--- src/rtl/fetch_unit.sv ---
// fetch_unit: instruction fetch / control stage feeding the execute stage.
//   Fetches one 32-bit word per instruction over a read-only ready/valid port,
//   holds it for execute until i_finished, then advances or redirects the PC.
//   Halts (until reset) on an illegal instruction or a misaligned redirect.
// Ports:
//   i_clk, i_rst                    clock, synchronous active-high reset
//   o_addr, i_data, i_rd_valid,
//   o_rd_ready                      instruction memory read port
//   o_inst, o_pc, o_inst_valid      instruction presented to execute
//   i_finished, i_pc_change,
//   i_new_pc, i_invalid_inst        execute feedback
//   o_halted, o_fault_misalign,
//   o_fault_pc                      halt status / fault info
//   o_retired                       completed-instruction counter (wraps)
module fetch_unit #(
  parameter int          DATA_WIDTH = 32,
  parameter logic [31:0] RESET_PC   = 32'h0000_0000,
  parameter logic [31:0] NOP_INST   = 32'h0000_0013
) (
  input  logic                  i_clk,
  input  logic                  i_rst,
  output logic [31:0]           o_addr,
  input  logic [DATA_WIDTH-1:0] i_data,
  input  logic                  i_rd_valid,
  output logic                  o_rd_ready,
  output logic [31:0]           o_inst,
  output logic [31:0]           o_pc,
  output logic                  o_inst_valid,
  input  logic                  i_finished,
  input  logic                  i_pc_change,
  input  logic [31:0]           i_new_pc,
  input  logic                  i_invalid_inst,
  output logic                  o_halted,
  output logic                  o_fault_misalign,
  output logic [31:0]           o_fault_pc,
  output logic [31:0]           o_retired
);

  typedef enum logic [1:0] {S_FETCH, S_EXEC, S_HALT} state_t;

  state_t      state_q, state_d;
  logic [31:0] pc_q, pc_d;
  logic [31:0] inst_q, inst_d;
  logic [31:0] retired_q, retired_d;
  logic [31:0] fault_pc_q, fault_pc_d;
  logic        fault_mis_q, fault_mis_d;

  always_comb begin
    state_d     = state_q;
    pc_d        = pc_q;
    inst_d      = inst_q;
    retired_d   = retired_q;
    fault_pc_d  = fault_pc_q;
    fault_mis_d = fault_mis_q;
    case (state_q)
      S_FETCH: begin
        // o_rd_ready is always high here, so valid alone is a transfer
        if (i_rd_valid) begin
          inst_d  = i_data[31:0];
          state_d = S_EXEC;
        end
      end
      S_EXEC: begin
        if (i_invalid_inst) begin
          state_d     = S_HALT;
          fault_pc_d  = pc_q;
          fault_mis_d = 1'b0;
        end else if (i_finished) begin
          if (i_pc_change && (i_new_pc[1:0] != 2'b00)) begin
            state_d     = S_HALT;
            fault_pc_d  = pc_q;
            fault_mis_d = 1'b1;
          end else begin
            pc_d      = i_pc_change ? i_new_pc : pc_q + 32'd4;
            retired_d = retired_q + 32'd1;
            state_d   = S_FETCH;
          end
        end
      end
      S_HALT:  state_d = S_HALT;
      default: state_d = S_FETCH;
    endcase
  end

  always_ff @(posedge i_clk) begin
    if (i_rst) begin
      state_q     <= S_FETCH;
      pc_q        <= RESET_PC;
      inst_q      <= NOP_INST;
      retired_q   <= 32'd0;
      fault_pc_q  <= 32'd0;
      fault_mis_q <= 1'b0;
    end else begin
      state_q     <= state_d;
      pc_q        <= pc_d;
      inst_q      <= inst_d;
      retired_q   <= retired_d;
      fault_pc_q  <= fault_pc_d;
      fault_mis_q <= fault_mis_d;
    end
  end

  // Handshake/status outputs are masked by reset so nothing is accepted or
  // advertised while reset is asserted, whatever the current state.
  assign o_rd_ready       = !i_rst && (state_q == S_FETCH);
  assign o_inst_valid     = !i_rst && (state_q == S_EXEC);
  assign o_halted         = !i_rst && (state_q == S_HALT);
  assign o_addr           = (state_q == S_FETCH) ? pc_q : 32'd0;
  assign o_inst           = (state_q == S_EXEC) ? inst_q : NOP_INST;
  assign o_pc             = pc_q;
  assign o_retired        = retired_q;
  assign o_fault_pc       = fault_pc_q;
  assign o_fault_misalign = fault_mis_q;

endmodule

--- config.mk ---
export PLATFORM = sky130hd
export DESIGN_NAME = fetch_unit
export DESIGN_NICKNAME = d
export VERILOG_FILES = /design/src/rtl/fetch_unit.sv
export SDC_FILE = /design/constraint.sdc
export NUM_CORES = 1
export LEC_CHECK = 0
export ABC_AREA = 1
export ABC_CLOCK_PERIOD_IN_PS = 2630
export BUFFER_PORTS_ARGS = -buffer_cell sky130_fd_sc_hd__clkbuf_2
export CAP_MARGIN = 20
export CORE_UTILIZATION = 45
export DETAILED_ROUTE_END_ITERATION = 10
export PLACE_DENSITY = 0.76
export SYNTH_ARGS = -nofsm -noshare
export SYNTH_HDL_FRONTEND = slang
export SYNTH_SLANG_ARGS = --single-unit
export TNS_END_PERCENT = 20
--- constraint.sdc ---
create_clock -name i_clk -period 2.63 [get_ports i_clk]
set_clock_uncertainty 0.15 [all_clocks]
set_input_delay 0.263 -clock i_clk [delete_from_list [all_inputs] [get_ports i_clk]]
set_output_delay 0.263 -clock i_clk [all_outputs]
set_load 0.005 [all_outputs]
==> results.py, run 1 <==
metrics = {
    "run_status": {
        "run_status": "finished clean",
    },
    "clocking": {
        "clk_latency_ns": 0.42,
        "post-cts-setup-buffers": 0,
        "cts_made_buffers": 17,
        "htreeDepth": 4,
        "clockBufferDepth": 2,
        "clock-sinks": 131,
        "cts-root-buf": "clkbuf_16",
        "cts.clk_slew.worst_paths_ns": 0.06,
        "cts_tree": "done",
        "ctsResizeCount": 0,
    },
    "yosys": {
        "synth_top_area_cell": "dfxtp_1",
        "syn_inst": 1051,
        "yosys_warnings": 0,
        "syn_avg_cell_area_um2": 6.40,
        "yosysSeqAreaShare": 0.390,
        "ys_types": 37,
        "synth-seq-cells": 131,
        "synth_nets": 1123,
        "synth_ff_type": "dfxtp_1",
        "synth_common_cells": "nand2_1 (240), nor2_1 (204), dfxtp_1 (131)",
        "synth_top_cell_area_share": 0.390,
        "synth_area_leaders": "dfxtp_1 (39%), nand2_1 (13%), nor2_1 (11%), a21oi_1 (7.3%), inv_1 (6.4%)",
        "synth-edff-count": 0,
        "async_flop_share": 0,
        "synth_area_um2": 6720,
        "synth.most_common_cell": "nand2_1",
    },
    "cells_and_area": {
        "fin_cells": 1501,
        "fill_cells": 1394,
        "drive_above_1_share": 0.238,
        "nets": 1376,
        "area_delta_synth_final_pct": 33.7,
        "insertedDiodeCount": 0,
    },
    "grt": {
        "grt_pass1_wl_mm": 34.6,
        "grt_pass1_vias": 6941,
        "grt-ovfl-total": 0,
        "antenna_found_initial": 0,
        "grt_max_degree": 67,
        "track_usage": 0.276,
    },
    "critical_path": {
        "start_kind": "flop",
        "crit_family": "buffers and inverters",
        "path_cells": "nor2_4 -> inv_1 -> buf_4 -> nor2_1 -> clkbuf_2",
        "critPathMaxFanout": 32,
        "crit_arrival_ns": 1.96,
        "endpoint_kind": "primary output",
        "critPathBufInv": 3,
        "critical_path_class": "flop to primary output",
        "cp_slowest_stage_delay_ns": 0.70,
        "crit_slowest_cell": "inv_1",
        "cp.required_ns": 2.22,
    },
    "sta": {
        "rsz0062_at_grt": "no",
        "whs_ns": 0.0111,
        "min_period_ns": 2.37,
        "max_freq_ghz": 0.421,
        "hold_violations": 0,
        "slew_headroom": 0.354,
        "setup_tns_ns": 0,
        "fin_crit_sh": 0.903,
        "setup_viol": 0,
        "drv_slew": 0,
        "worstMarginPinSlew_ns": 0.968,
    },
    "power": {
        "powerDensity_nw_per_um2": 563,
        "leakage_nw": 3.89,
        "fin_total_pwr_mw": 5.06,
        "peakVddDrop_uv": 462,
    },
    "worst_hold_path": {
        "min_path_type": "primary input to flop",
    },
    "routing": {
        "drc": 0,
        "vias_per_cell": 5.09,
        "vias": 7641,
        "wl_met2_mm": 9.89,
        "routed_wl_mm": 21.3,
        "wl_per_cell_um": 14.2,
        "met1Wirelength_mm": 9.68,
        "route.met3.wl_mm": 1.25,
        "ant_nets": 0,
        "firstDrtPassIters": 5,
        "drt_iter0_drc": 748,
        "highest_layer": "met4",
    },
    "placed_design": {
        "dpl.hpwl_mm": 14.8,
        "place_congestion": 0.927,
        "dpl.cell_count": 1435,
        "io_buffers": 233,
    },
    "run": {
        "drv_cap": 0,
    },
    "floorplan": {
        "rows": 44,
        "dieWidth_um": 124,
        "start_util": 0.463,
        "dieArea_um2": 15400,
        "coreArea_um2": 14500,
        "die_y_um": 124,
        "ios": 234,
    },
}
-- cell usage in the layout, fill, tap and decap left out, types with 3 or more instances in the layout --
cell type        n
nand2_1        240
clkbuf_2       233
nor2_1         203
dfxtp_1        131
inv_1          114
a21oi_1         98
o21ai_0         83
nand3_1         57
dlygate4sd3_1   34
clkbuf_16       17
nor2_4          12
buf_4           12
nand4_1          9
a31oi_1          7
nor2_2           5
nand3b_1         4
inv_2            4
nand2_2          4
nor3_1           4
nor3_2           3
o21ai_1          3
or2_2            3
clkinvlp_4       3
clkbuf_8         3
bufinv_16        3
clkinv_2         3
-- where the power goes --
group	internal (mW)	total, mW	switching (mW)	leakage [nW]
clock	1.57	2.48	0.912	0.298
sequential	2.07	2.11	0.0380	1.07
combinational	0.198	0.479	0.280	2.53
total	3.83	5.06	1.23	3.89
-- sequential cells by signal (all words and copies together), names as in the netlist --
signal            flops
inst_q               32
o_pc                 32
o_retired            32
o_fault_pc           32
o_fault_misalign      1
state_q               2
-- worst reg2reg max path, stage by stage, from the launching register on --
cell	delay (ns)
dfxtp_1	0.45
ha_1	0.24
nand2_1	0.12
nor2_2	0.25
nand3_1	0.25
o21ai_0	0.21
nand3_1	0.08
nand2_1	0.08
a21oi_1	0.06
-- per-stage QoR --
| step | worst slack [ns] | utilization | instance area (µm²) |
|---|---|---|---|
| 2_1_floorplan | 1.01 | - | 6720 |
| 3_3_place_gp | 0.691 | 0.552 | 8030 |
| 5_1_grt | 0.104 | 0.618 | 8990 |
| 4_1_cts | 0.239 | 0.618 | 8990 |
| 6_report | 0.255 | 0.618 | 8990 |
| 3_5_place_dp | 0.627 | 0.552 | 8030 |
-- logic make-up (layout without fill, tap and decap cells) --
group,after synthesis,after routing,share of synthesized area
AOI/OAI and AO/OA,197,197,0.150
adders and majority gates,2,2,0.00372
and+or+nand+nor,552,552,0.352
DFF,131,131,0.390
buffers and inverters,166,432,0.101
xor gates and xnor gates,3,3,0.00391
-- layout make-up --
cell class | count | area, µm² | share of cell area
clock buffer | 20 | 467 | 0.0519
clock inverter | 12 | 154 | 0.0171
multi-input combinational | 754 | 3430 | 0.382
sequential | 131 | 2620 | 0.292
timing repair buffer | 281 | 1640 | 0.182
inverter | 119 | 447 | 0.0497
tap | 184 | 230 | 0.0256
-- timing repair --
item / in CTS / in global routing
endpoints found under the hold margin: 34 / 0
endpoints found under the setup margin: 0 / 0
hold buffers: 34 / 0
-- routing by layer --
layer  GRT usage  vias to the layer above
li1            -                     3839
met1       0.368                     3472
met2       0.440                      290
met3      0.0453                       40
met4       0.112                        0
met5           0                        -
-- path summary, 6_finish.rpt --
check	start	end	slack [ns]	cells past startpoint
worst max register to register	o_pc[3]	o_pc[20]	0.63	8
worst min-delay path	i_data[21]	inst_q[21]	0.01	3
worst min register to register	inst_q[8]	inst_q[8]	0.30	2
worst max-delay path	state_q[1]	o_inst[23]	0.26	5
Note: power is estimated with default switching activity, not from simulation.
==> run 2: changes to the inputs <==
BUFFER_PORTS_ARGS = default   (was -buffer_cell sky130_fd_sc_hd__clkbuf_2)
CORE_ASPECT_RATIO = 0.5   (was default)
DONT_BUFFER_PORTS = 1   (was default)
PLACE_DENSITY = default   (was 0.76)
PLACE_DENSITY_LB_ADDON = 0.3   (was default)
==> run 2 against run 1 <==
Net effect:
- register-to-register slack worse by 0.47 ns
- critical path type is now flop to flop
- sequential power is essentially flat
- sequential share of layout area grew 3.2 points
- power down 4.2%
- worst hold slack got worse by 0.0086 ns
- non-clock buffer count shrank 205
- clock-buffer cell count decreased by 2
- first-iteration DRC count down 59%
- final cell count is 13% lower
==> results.py, run 2 (synthesized netlist as in run 1, its figures left out) <==
metrics = {
    "placed_design": {
        "dpl.hpwl_mm": 14.1,
        "dpl_cell_area_um2": 6830,
        "place_congestion": 0.890,
        "io_buffers": 0,
    },
    "sta": {
        "fin_crit_sh": 0.939,
        "rsz0062_at_grt": "no",
        "drv_slew": 0,
        "hold_violations": 0,
        "setup_tns_ns": 0,
        "min_period_ns": 2.47,
        "slew_headroom": 0.332,
        "max_freq_ghz": 0.405,
        "whs_ns": 0.00249,
        "setup_viol": 0,
        "worstMarginPinSlew_ns": 1.00,
    },
    "critical_path": {
        "cp.required_ns": 2.78,
        "timing.critical_path.mode_cell": "nor2_4",
        "crit_family": "buffers and inverters",
        "crit_slowest_cell": "dlygate4sd3_1",
        "r2r-start": "state_q[0]",
        "path_cells": "inv_2 -> nor2_4 -> nand2_2 -> nor2_4 -> buf_4 -> o21ai_0 -> nand2_1 -> a31oi_1 -> dlygate4sd3_1",
        "critical_path_class": "flop to flop",
        "crit_path_start": "state_q[0]",
        "endpoint_kind": "flop",
        "cp_slowest_stage_delay_ns": 0.56,
        "start_kind": "flop",
        "critPathBufInv": 3,
        "crit_cells": 9,
        "crit_arrival_ns": 2.62,
        "r2r.worst_path.cells": 9,
        "critPathMaxFanout": 23,
    },
    "routing": {
        "vias_per_cell": 5.27,
        "vias": 6906,
        "firstDrtPassIters": 7,
        "routed_wl_mm": 20.3,
        "ant_nets": 0,
        "drc": 0,
        "wl_per_cell_um": 15.5,
        "drt_iter0_drc": 306,
    },
    "run": {
        "drv_cap": 0,
    },
    "floorplan": {
        "dieWidth_um": 175,
        "coreArea_um2": 14500,
        "rows": 31,
        "start_util": 0.463,
        "die_y_um": 88.4,
        "dieArea_um2": 15500,
        "ios": 234,
    },
    "grt": {
        "grt-ovfl-total": 0,
        "grt_pass1_vias": 6115,
        "antenna_found_initial": 0,
        "track_usage": 0.253,
        "grt_pass1_wl_mm": 30.7,
        "grt_max_degree": 64,
    },
    "clocking": {
        "clockBufferDepth": 2,
        "cts.clk_slew.worst_paths_ns": 0.06,
        "cts-root-buf": "clkbuf_16",
        "cts_made_buffers": 17,
        "cts_tree": "done",
        "ctsResizeCount": 0,
        "clk_latency_ns": 0.42,
        "htreeDepth": 4,
        "clock-sinks": 131,
    },
    "cells_and_area": {
        "fill_cells": 1348,
        "finalInstanceArea_um2": 8100,
        "area_delta_synth_final_pct": 20.4,
        "final_common_cell": "nand2_1",
        "layout_common_cells": "nand2_1 (240), nor2_1 (203), dfxtp_1 (131)",
        "insertedDiodeCount": 0,
        "drive_above_1_share": 0.0710,
        "nets": 1171,
    },
    "worst_hold_path": {
        "hold_depth": 4,
        "holdCritStartpoint": "i_new_pc[24]",
        "min_path_type": "primary input to flop",
    },
    "power": {
        "peakVddDrop_uv": 421,
        "leakage_nw": 2.96,
        "powerDensity_nw_per_um2": 600,
    },
    "run_status": {
        "run_status": "finished clean",
    },
}
-- run 2: what timing repair did --
action	CTS	global route
endpoints found under the hold margin	80	0
setup buffers	0	3
endpoints found under the setup margin	0	1
hold buffers	65	0
-- run 2: per-layer routing --
| metal | up-vias | part of all wire | track usage |
|---|---|---|---|
| li1 | 3435 | - | - |
| met4 | 0 | 0.021 | 0.0949 |
| met2 | 264 | 0.47 | 0.432 |
| met3 | 41 | 0.070 | 0.0644 |
| met1 | 3166 | 0.44 | 0.312 |
| met5 | - | 0 | 0 |
-- run 2: final timing paths --
check	endpoint	slack [ns]
max	o_pc[5]	0.16
min	o_pc[24]	0.002
max reg2reg	o_pc[5]	0.16
min reg2reg	inst_q[2]	0.30
-- run 2: layout make-up --
class	count	area [µm²]	area share
Clock buffer	18	439	0.0543
Clock inverter	14	139	0.0172
Inverter	119	447	0.0552
Multi-Input combinational cell	754	3430	0.424
Sequential cell	131	2620	0.324
Tap cell	198	248	0.0306
Timing Repair Buffer	76	768	0.0949
-- run 2: stage by stage --
step                      utilization  cells  worst slack [ns]  power [mW]
after floorplan                     -   1051              1.01        2.39
after global placement          0.471   1210             0.684        2.44
after detailed placement        0.471   1210             0.599        2.45
after CTS                       0.556   1307             0.124        4.88
after global routing            0.558   1310            0.0179        5.02
final                           0.558   1310             0.161        4.85
-- run 2: power by group --
group | switching [mW] | leakage [nW] | internal [mW]
Clock | 0.990 | 0.283 | 1.35
Sequential | 0.0492 | 1.07 | 2.07
Combinational | 0.241 | 1.61 | 0.152
Total | 1.28 | 2.96 | 3.57
-- run 2: tightest hold or removal path, stage by stage --
cell,delay (ns)
nor2_1,0.09
nor2_1,0.05
nand2_1,0.06
a21oi_1,0.06
==> run 3: changes to the inputs <==
ABC_CLOCK_PERIOD_IN_PS = 2610   (was 2630)
clock period = 2.61 ns   (was 2.63 ns; I/O delays follow)
==> run 3 against run 2 <==
Net effect:
- via count up 0.62%
- combinational power up 2%
- sequential cell count unchanged
- maximum frequency down 1.3%
- largest cell class unchanged
- highest routed layer unchanged
==> results.py, run 3 (synthesized netlist as in run 1, its figures left out) <==
metrics = {
    "sta": {
        "layout_setup_ws_ns": 0.109,
        "setup_tns_ns": 0,
        "fin_crit_sh": 0.958,
        "slew_headroom": 0.543,
        "setup_viol": 0,
        "drv_slew": 0,
        "worstMarginPinSlew_ns": 0.685,
        "rsz0062_at_grt": "no",
        "min_period_ns": 2.50,
        "hold_violations": 0,
        "max_freq_ghz": 0.400,
    },
    "cells_and_area": {
        "layout_common_cells": "nand2_1 (240), nor2_1 (203), dfxtp_1 (131)",
        "fill_cells": 1390,
        "drive_above_1_share": 0.0735,
        "insertedDiodeCount": 0,
        "area_delta_synth_final_pct": 21.1,
        "final_common_cell": "nand2_1",
        "regArea_um2": 2620,
        "multi_input_area_um2": 3430,
        "nets": 1174,
    },
    "routing": {
        "wl_per_cell_um": 15.4,
        "vias": 6949,
        "drc": 0,
        "vias_per_cell": 5.29,
        "ant_nets": 0,
        "routed_wl_mm": 20.2,
        "firstDrtPassIters": 5,
        "drt_iter0_drc": 373,
    },
    "power": {
        "switching_share": 0.262,
        "power.internal_mw": 3.60,
        "pwr-share-comb": 0.082,
        "pwr-share-clk": 0.481,
        "peakVddDrop_uv": 499,
        "leakage_nw": 2.98,
        "seqPwrFrac": 0.437,
        "p_sw_mw": 1.28,
        "powerDensity_nw_per_um2": 600,
    },
    "worst_hold_path": {
        "min_path_type": "primary input to flop",
    },
    "grt": {
        "grt_pass1_vias": 6181,
        "antenna_found_initial": 0,
        "grt-ovfl-total": 0,
        "grt_busiest_layer": "met2",
        "track_usage": 0.250,
        "use_met1": 0.309,
        "use_met2": 0.424,
        "grt_max_degree": 64,
        "grt_pass1_wl_mm": 30.6,
        "met3_usage": 0.0601,
    },
    "critical_path": {
        "cp_slowest_stage_delay_ns": 0.57,
        "critPathMaxFanout": 14,
        "critical_path_class": "flop to flop",
        "endpoint_kind": "flop",
        "cp.required_ns": 2.81,
        "crit_arrival_ns": 2.70,
        "timing.critical_path.mode_cell": "nor2_4",
        "critPathBufInv": 3,
        "crit_slowest_cell": "dlygate4sd3_1",
        "path_cells": "inv_2 -> nor2_4 -> nand4_2 -> nor2_4 -> buf_12 -> nand2_1 -> a31oi_1 -> dlygate4sd3_1",
        "start_kind": "flop",
        "crit_family": "simple AND/OR/NAND/NOR gates",
    },
    "clocking": {
        "htreeDepth": 4,
        "clk_latency_ns": 0.41,
        "clockBufferDepth": 2,
        "clock-sinks": 131,
        "cts_made_buffers": 17,
        "ctsResizeCount": 0,
        "cts.clk_slew.worst_paths_ns": 0.06,
        "cts-root-buf": "clkbuf_16",
        "cts_tree": "done",
    },
    "floorplan": {
        "start_util": 0.463,
        "dieWidth_um": 175,
        "ios": 234,
        "dieArea_um2": 15500,
        "coreArea_um2": 14500,
        "die_y_um": 88.4,
        "rows": 31,
    },
    "placed_design": {
        "io_buffers": 0,
        "place_congestion": 0.892,
        "place_ws_ns": 0.524,
        "dpl.hpwl_mm": 14.0,
    },
    "run_status": {
        "run_status": "finished clean",
    },
    "run": {
        "drv_cap": 0,
    },
}
## run 3: path summary, 6_finish.rpt
| path | startpoint | slack [ns] | cells after the start | end |
|---|---|---|---|---|
| worst min-delay path | i_finished | 0.002 | 3 | o_pc[3] |
| worst max-delay path | state_q[0] | 0.11 | 8 | o_pc[15] |
| worst max register to register | state_q[0] | 0.11 | 8 | o_pc[15] |
| worst min register to register | inst_q[12] | 0.31 | 2 | inst_q[12] |
## run 3: metrics by stage
step,hold slack [ns],power [mW],area (µm²),utilization,std cells
floorplan,0.201,2.41,6720,-,1051
global placement,0.188,2.46,6850,0.472,1211
detailed placement,0.188,2.48,6850,0.472,1211
CTS,0.00558,4.91,8090,0.558,1308
global route,0.0118,5.06,8140,0.561,1313
finish,0.00225,4.88,8140,0.561,1313
## run 3: worst reg2reg max path: stages, from the launching register on
cell	delay (ns)
dfxtp_1	0.36
inv_2	0.06
nor2_4	0.15
nand4_2	0.50
nor2_4	0.29
buf_12	0.15
nand2_1	0.07
a31oi_1	0.16
dlygate4sd3_1	0.57
## run 3: cell type report
cell class,instances,share of cell area
clock inverters,14,0.0171
clock buffers,18,0.0539
well taps,198,0.0304
multi-input cells,754,0.421
inverters,119,0.0549
flip-flops and latches,131,0.322
repair buffers,79,0.100
## run 3: power groups by stage
stage | Combinational (mW) | Clock [mW] | Sequential (mW)
4_1_cts | 0.392 | 2.38 | 2.13
5_1_grt | 0.446 | 2.48 | 2.14
3_5_place_dp | 0.298 | 0 | 2.18
2_1_floorplan | 0.246 | 0 | 2.16
6_report | 0.399 | 2.35 | 2.13
3_3_place_gp | 0.287 | 0 | 2.18
## run 3: metal layers
| metal | vias up | routed length (µm) | part of all wire |
|---|---|---|---|
| met5 | - | 0 | 0 |
| met3 | 45 | 1410 | 0.070 |
| met4 | 0 | 471 | 0.023 |
| met1 | 3201 | 8920 | 0.44 |
| met2 | 259 | 9390 | 0.46 |
| li1 | 3444 | - | - |
## run 3: timing repair
action                                 CTS  global route
setup buffers                            0             5
endpoints found under the hold margin   80             0
hold buffers                            65             0
setup endpoints to repair                0             2
